[src/rtl/branch_predictor.sv]
// Branch target buffer with per-entry saturating direction counters for the IF stage.
// Trained from ID; an init walk invalidates one entry per cycle after reset or clear.
module branch_predictor #(
    parameter int unsigned ADDR_W  = 32,
    parameter int unsigned ENTRIES = 16,
    parameter int unsigned CNT_W   = 2,
    parameter int unsigned MISS_W  = 16
) (
    input  logic              clk_i,
    input  logic              rst_i,
    input  logic              clear_i,
    input  logic [ADDR_W-1:0] pc_i,
    output logic              hit_o,
    output logic              pred_taken_o,
    output logic [ADDR_W-1:0] next_pc_o,
    input  logic              upd_valid_i,
    input  logic [ADDR_W-1:0] upd_pc_i,
    input  logic              upd_taken_i,
    input  logic [ADDR_W-1:0] upd_target_i,
    input  logic              upd_mispredict_i,
    output logic              busy_o,
    output logic [MISS_W-1:0] miss_cnt_o
);

    localparam int unsigned IDX_W = $clog2(ENTRIES);
    localparam int unsigned TAG_W = ADDR_W - 2 - IDX_W;
    localparam logic [CNT_W-1:0] CntMax  = {CNT_W{1'b1}};
    localparam logic [CNT_W-1:0] CntWeak = CNT_W'(1 << (CNT_W - 1));

    typedef enum logic [0:0] {StInit, StReady} state_e;

    state_e             state;
    logic [IDX_W-1:0]   walk_idx;
    logic [MISS_W-1:0]  miss_cnt;

    logic               valid  [ENTRIES];
    logic [TAG_W-1:0]   tag    [ENTRIES];
    logic [ADDR_W-1:0]  target [ENTRIES];
    logic [CNT_W-1:0]   cnt    [ENTRIES];

    logic [IDX_W-1:0]   lk_idx;
    logic [TAG_W-1:0]   lk_tag;
    logic [IDX_W-1:0]   up_idx;
    logic [TAG_W-1:0]   up_tag;
    logic               up_hit;
    logic               unused_pc_bits;

    assign lk_idx = pc_i[IDX_W+1:2];
    assign lk_tag = pc_i[ADDR_W-1:IDX_W+2];
    assign up_idx = upd_pc_i[IDX_W+1:2];
    assign up_tag = upd_pc_i[ADDR_W-1:IDX_W+2];
    assign unused_pc_bits = ^{pc_i[1:0], upd_pc_i[1:0]};

    assign up_hit = valid[up_idx] && (tag[up_idx] == up_tag);

    // Lookup reads registered state only, so a same-cycle update is seen next cycle.
    assign hit_o        = (state == StReady) && valid[lk_idx] && (tag[lk_idx] == lk_tag);
    assign pred_taken_o = hit_o && cnt[lk_idx][CNT_W-1];
    assign next_pc_o    = pred_taken_o ? target[lk_idx] : pc_i + ADDR_W'(4);
    assign busy_o       = (state == StInit);
    assign miss_cnt_o   = miss_cnt;

    always_ff @(posedge clk_i) begin
        if (rst_i) begin
            state    <= StInit;
            walk_idx <= '0;
            miss_cnt <= '0;
        end else begin
            unique case (state)
                StInit: begin
                    if (clear_i) begin
                        walk_idx <= '0;
                    end else begin
                        valid[walk_idx] <= 1'b0;
                        walk_idx        <= walk_idx + 1'b1;
                        if (walk_idx == IDX_W'(ENTRIES - 1)) begin
                            state <= StReady;
                        end
                    end
                end
                StReady: begin
                    if (clear_i) begin
                        state    <= StInit;
                        walk_idx <= '0;
                    end else if (upd_valid_i) begin
                        if (up_hit) begin
                            if (upd_taken_i) begin
                                if (cnt[up_idx] != CntMax) begin
                                    cnt[up_idx] <= cnt[up_idx] + 1'b1;
                                end
                                target[up_idx] <= upd_target_i;
                            end else if (cnt[up_idx] != '0) begin
                                cnt[up_idx] <= cnt[up_idx] - 1'b1;
                            end
                        end else if (upd_taken_i) begin
                            // Allocation evicts whatever aliases to this index.
                            valid[up_idx]  <= 1'b1;
                            tag[up_idx]    <= up_tag;
                            target[up_idx] <= upd_target_i;
                            cnt[up_idx]    <= CntWeak;
                        end
                        if (upd_mispredict_i && (miss_cnt != {MISS_W{1'b1}})) begin
                            miss_cnt <= miss_cnt + 1'b1;
                        end
                    end
                end
                default: state <= StInit;
            endcase
        end
    end

endmodule

[config.mk]
export PLATFORM = sky130hd
export DESIGN_NAME = branch_predictor
export DESIGN_NICKNAME = d
export VERILOG_FILES = /design/src/rtl/branch_predictor.sv
export SDC_FILE = /design/constraint.sdc
export NUM_CORES = 1
export LEC_CHECK = 0
export CORE_UTILIZATION = 55
export CTS_CLUSTER_DIAMETER = 30
export DETAILED_ROUTE_END_ITERATION = 12
export GPL_TIMING_DRIVEN = 0
export PLACE_DENSITY_LB_ADDON = 0.1
export SLEW_MARGIN = 20
export SYNTH_ARGS = -nofsm -noshare
export SYNTH_HDL_FRONTEND = slang
export SYNTH_SLANG_ARGS = --single-unit
[constraint.sdc]
create_clock -name clk_i -period 18 [get_ports clk_i]
set_clock_uncertainty 0.1 [all_clocks]
set_input_delay 3.6 -clock clk_i [delete_from_list [all_inputs] [get_ports clk_i]]
set_output_delay 3.6 -clock clk_i [all_outputs]
set_load 0.005 [all_outputs]
==> impl_results.md <==
- DRT Pass-1 Iters: 9
- Die footprint: ~0.081 sq mm
- Ys Warns: 0
- RSZ-0062 raised after global routing: false
- R2r worst-path depth: 13
- Root buf cell: clkbuf_16
- # hold bufs at CTS: 0
- CP startpoint kind: input port
- Hold slack: 430.8 ps
- Worst setup startpoint: pc_i[3]
- Setup bufs post-CTS: 0
- Setup-failing EPs final: 0
- Syn_nets: ~2300
- Most frequent standard cell in the layout excluding fill and tap cells: edfxtp_1
- Avg Inst Size Synth: roughly 20 sq um
- Placed Cells: approximately 3500
- I/O pins: between 150 and 200
- Post-CTS resize count: 0
- Period utilization: 0.7550
- Total clock sinks: around 1000
- Fillers: just under 5000
- Drc violations: 0
- GP Congestion: roughly 1
- Die H: between 200 and 300 microns
- Most frequent cell on the critical path: buf_2
- Setup TNS: 0 ps
- Largest net degree at the start of global routing: 23
- Via/cell ratio: between 6 and 7
- Seq. cell area: between 0.02 and 0.03 sq mm
- Max cap viols: 0
- Crit Path Category: in -> out
- Layout area overhead: 24.07%
- Worst Max-Slew Pin Slew: 1199 ps
- Slew HR: 0.2010
- Post-Syn Area: between 0.04 and 0.05 sq mm
- Mux cell area share after synthesis: 0.2280
- H-tree Lvls: 4
- Fin crit period: ~14000 ps
- Worst path buffer plus inverter count: 10
- Hold Path Class: reg -> reg
- Commonest cells after routing, fill and taps aside: 976 x edfxtp_1, 365 x mux4_2, 190 x clkbuf_16
- Unique masters post-synth: 70
- Initial Util: 0.5562
- Worst setup margin: about 4400 ps
- Post-Synth XOR/XNOR Area: 0.01933
- Critical Path Stages: 13
- Global-route wire length before repair: roughly 190000 microns
- Non-filler cells, final: 3864
- Die Wd: between 200 and 300 microns
- CP cell instances: clkdlybuf4s50_1, buf_4, buf_2, buf_2, buf_2, buf_2, clkbuf_1, clkbuf_1, clkbuf_1, mux4_2, mux4_2, mux2_4, clkdlybuf4s50_1
- Final wirelength: around 140000 microns
- Post-Synth Simple-Gate Area: 0.03534
- Worst r2r dst: tag[9][24]
- I/O Buffers: between 100 and 150
- Fmax: around 0.074 GHz
- Final Max Tran Viols: 0
- Final global-route overflow total: 0
- Worst EP arrival: just under 10000 ps
- Slowest stage delay, CP: roughly 860 ps
- Worst setup EP type: output pin
- Ys flop type: edfxtp_1
- Layout cell share with drive strength beyond 1: 0.3338
- WL/cell: 35.30 microns
- Total Nets Final: roughly 2800
- Number of synthesized flops with an enable pin: between 900 and 1000
- Row count: 103
- Pwr dens: approximately 120 mW/mm^2
- CTS tree: done
- Worst setup path endpoint: next_pc_o[8]
- Seq/Total Area, Yosys: 0.6765
- Leak Pwr: 18.03 nW
- DR iter-0 viols: 3471
- Multi-input logic area: between 0.01 and 0.015 sq mm
- Slowest-stage cell, CP: clkbuf_1
- Initial antenna violation count: 14
- Largest family of logic cells by synthesized area: multiplexers
- GRT Util Overall: 0.3415
- Fin. Hold Viols: 0
- Status: completed
- Vias post-DR: between 20000 and 30000
- Skew-Pair Late Insertion Delay: a little under 800 ps
- Synth async-reset ratio: 0
- CTS buffer count: between 150 and 200
- Critical Path RT: 14300 ps
- CP max FO: 10
- Compound-cell area share of the yosys netlist: 0.02372
- Gate count after technology mapping: 2223
- Vias in the first global route: approximately 27000
- Pre-CTS setup slack: 4557 ps
- Synth Area in Adders: 0.0008542
- Synthesized flop and latch total: approximately 1000
- Critical path's top delay family: buffers and inverters
- Longest Clk Path Bufs: 3
- Post-route ant nets: 0
- Clock-pin slew on the worst setup and hold paths: roughly 50 ps
- Core Region: about 0.08 sq mm
- DP HPWL: just over 90000 microns
- Max VDD drop: roughly 0.12 mV
- Worst R2R Start: tag[2][19]
- Setup slack, reg-to-reg: between 10000 and 15000 ps
## Yosys cell counts, drive strengths merged, types with 4 or more instances
cell type / count / area share
mux2: 47 / 0.015
a211oi: 17 / 0.0031
or2: 4 / 0.00057
xnor2: 51 / 0.010
buf: 78 / 0.0097
mux2i: 116 / 0.026
and4: 6 / 0.0012
edfxtp: 976 / 0.67
o22ai: 10 / 0.0014
dfxtp: 21 / 0.0096
o21ai: 7 / 0.00080
and2: 5 / 0.00071
a21oi: 30 / 0.0034
nand3: 25 / 0.0028
nand2: 49 / 0.0042
nor2: 79 / 0.0067
nand4: 13 / 0.0019
nor2b: 27 / 0.0040
and3: 16 / 0.0023
nor4: 7 / 0.0013
clkbuf: 56 / 0.0048
nand3b: 4 / 0.00068
inv: 20 / 0.0017
a22oi: 18 / 0.0031
a22o: 6 / 0.0012
xor2: 46 / 0.0092
nor3: 45 / 0.0051
nand2b: 6 / 0.00085
a221oi: 7 / 0.0014
a31o: 4 / 0.00080
or3: 6 / 0.00085
a2bb2oi: 6 / 0.0013
a31oi: 4 / 0.00057
mux4: 365 / 0.19
o221ai: 6 / 0.0012
## logic make-up (layout without fill, tap and decap cells)
group,after synthesis,after routing
muxes,528,528
DFF,997,997
and+or+nand+nor,302,302
AOI/OAI and AO/OA,142,142
other,0,1
buffers and inverters,154,744
xor gates and xnor gates,97,97
adders and majority gates,3,3
## area by class of cell
type                            count  area share
Buffer                            134     0.01214
Timing Repair Buffer              238     0.04675
Antenna cell                        1  0.00004590
Tap cell                         1050     0.02410
Sequential cell                   997      0.5453
Clock inverter                    141     0.02999
Multi-Input combinational cell   1072      0.2515
Inverter                           20    0.001377
Clock buffer                      211     0.08884
## how the worst min path moves through the flow
stage / from / to / cells past startpoint
2_1_floorplan: miss_cnt_o[4] / miss_cnt_o[4] / 2
3_3_place_gp: miss_cnt_o[4] / miss_cnt_o[4] / 2
3_5_place_dp: miss_cnt_o[13] / miss_cnt_o[13] / 2
4_1_cts: miss_cnt_o[13] / miss_cnt_o[13] / 2
5_1_grt: miss_cnt_o[9] / miss_cnt_o[9] / 2
6_report: miss_cnt_o[13] / miss_cnt_o[13] / 2
## power breakdown
| part | switching [W] | internal (W) | leakage (nW) |
|---|---|---|---|
| Combinational | 0.000228 | 0.000153 | 5.98 |
| Clock | 0.00125 | 0.00230 | 3.08 |
| Sequential | 0.000000520 | 0.00255 | 8.97 |
## per-stage QoR
stage / utilization / total power (W) / cell area, sq um
3_3_place_gp: 0.5912 / 0.002963 / 46710
3_5_place_dp: 0.6080 / 0.002972 / 48030
5_1_grt: 0.6901 / 0.006621 / 54520
2_1_floorplan: - / 0.002800 / 43940
6_report: 0.6901 / 0.006483 / 54520
4_1_cts: 0.6900 / 0.006497 / 54510
## tightest hold or removal path, delay by kind of cell (launching register included)
kind | cells | cell delay (ps)
DFF | 1 | 330
AOI/OAI and AO/OA | 2 | 140
## registers in the layout, indices dropped and copies added, names as in the netlist
register and count:
state 1, cnt 32, target 512, valid 16
tag 416, walk_idx 4, miss_cnt_o 16
## metal layers
metal / global-route usage / vias up / wire [microns]
met5: 0 / - / 154
met4: 0.1798 / 24 / 7332
met3: 0.08258 / 435 / 13920
met2: 0.5439 / 1750 / 66190
met1: 0.4382 / 13620 / 48820
li1: - / 10320 / -
Power figures use the tool's default switching activity.
==> RTL change, RTL diff (same flow settings) <==
`ENTRIES`: 16 -> 8.
--- a/src/rtl/branch_predictor.sv
+++ b/src/rtl/branch_predictor.sv
@@ -2,7 +2,7 @@
 // Trained from ID; an init walk invalidates one entry per cycle after reset or clear.
 module branch_predictor #(
     parameter int unsigned ADDR_W  = 32,
-    parameter int unsigned ENTRIES = 16,
+    parameter int unsigned ENTRIES = 8,
     parameter int unsigned CNT_W   = 2,
     parameter int unsigned MISS_W  = 16
 ) (
Check against the original RTL: same outputs for any inputs over 4 cycles, from zero or initial values and one cycle with rst_i high; that may be too few to reach the edited logic, so the function may still have changed.
==> RTL change against the original RTL <==
- final area fell by 46%
- fmax up 7.1%
- sequential power shrank 48%
- synthesized area is 47% lower
- routed wire length decreased by 53%
- utilization grew 2.1 points
- register-to-register slack gained 790 ps
- worst setup slack better by 910 ps
- first-iteration DRC count fell by 57%
- global-route usage decreased by 3.9 points
- via count down 46%
- sequential cell count is 481 lower
- total power decreased by 48%
- critical path type unchanged
- largest cell class unchanged
==> RTL change: results (changes against the original RTL) <==
- Largest registers: target: 256 flops, tag: 216 flops (was target: 512 flops, tag: 416 flops, cnt: 32 flops)
- FF+latch count, synth: 516 (was 997)
- FF/Latch Area: 0.0153 mm² (was 0.0297 mm²)
- Psw: 732 µW (was 1480 µW)
- Final Wtd Congestion: 0.950 (was 0.974)
- Detailed placement HPWL: 43,700 µm (was 91,600 µm)
- Synth Area in Compound Gates: 0.0289 (was 0.0237)
- Met3 WL: 5260 µm (was 13,900 µm)
- Ant diodes: 2 (was 1)
- Register share of the cell area: 0.522 (was 0.545)
- Clkbuf count: 115 (was 211)
- P_leak: 0.00997 µW (was 0.0180 µW)
- Antenna violations before repair: 4 (was 14)
- Final wirelength: 63,700 µm (was 136,000 µm)
- WP data arrival: 8980 ps (was 9890 ps)
- Num CTS Buffers: 102 (was 189)
- Final Net Count: 1,731 (was 2,757)
- Grt met1 use: 0.391 (was 0.438)
- XOR/XNOR Fraction of Synth Area: 0.0291 (was 0.0193)
- Area of the multi-input gates: 0.00760 mm² (was 0.0137 mm²)
- Status: finished, final reports clean (unchanged)
- VDD IR max: 92.2 µV (was 119 µV)
- Vias: 14,200 (was 26,100)
- Multiplexer area fraction after synthesis: 0.206 (was 0.228)
- # fillers: 2,564 (was 4,971)
- First-pass GRT wire length: 93,200 µm (was 192,000 µm)
- Iter 0 DRT Violations: 1,499 (was 3,471)
- ClkCell Share: 0.117 (was 0.119)
- Ratio of cells with drive above 1 in the final layout: 0.243 (was 0.334)
- Non-clock buffer area fraction after layout: 0.0781 (was 0.0589)
- 1st-pass router iterations: 5 (was 9)
- Clock Latency Late Sink: 640 ps (was 780 ps)
- Largest net degree at the start of global routing: 21 (was 23)
- Commonest cells post-synth: edfxtp_1 (496), mux4_2 (144), mux2i_1 (142), nor2_1 (74), nand2_1 (62) (was edfxtp_1 (976), mux4_2 (365), mux2i_1 (116), nor2_1 (79), clkbuf_1 (56))
- Sequential cell power: 1320 µW (was 2560 µW)
==> RTL change: cell types whose count changed in the layout (fill, tap and decap cells not counted), sizes merged, moves of 11 or more <==
cell	unedited run	this run
clkinvlp	29	11
buf	164	82
inv	39	21
mux2i	116	142
clkbuf	274	137
edfxtp	976	496
mux4	365	144
bufinv	24	13
nor3	45	14
mux2	47	9
nand2	49	62
clkinv	69	40
a211oi	17	5
nor2b	27	5
==> RTL change: worst paths after layout <==
check                                                start                          to  slack (ps)  cells past startpoint
worst max-delay path                               pc_i[2]               next_pc_o[18]        5320                     13
worst min-delay path            miss_cnt_o[9]$_SDFFE_PP0P_  miss_cnt_o[9]$_SDFFE_PP0P_         400                      2
worst max register to register         tag[6][3]$_DFFE_PP_         tag[5][3]$_DFFE_PP_       13800                     12
worst min register to register  miss_cnt_o[9]$_SDFFE_PP0P_  miss_cnt_o[9]$_SDFFE_PP0P_         400                      2
==> RTL change: tightest hold or removal path: stages (launching register included) <==
cell and delay [ps]:
dfxtp_1 320, o21ai_0 70, a21oi_1 60
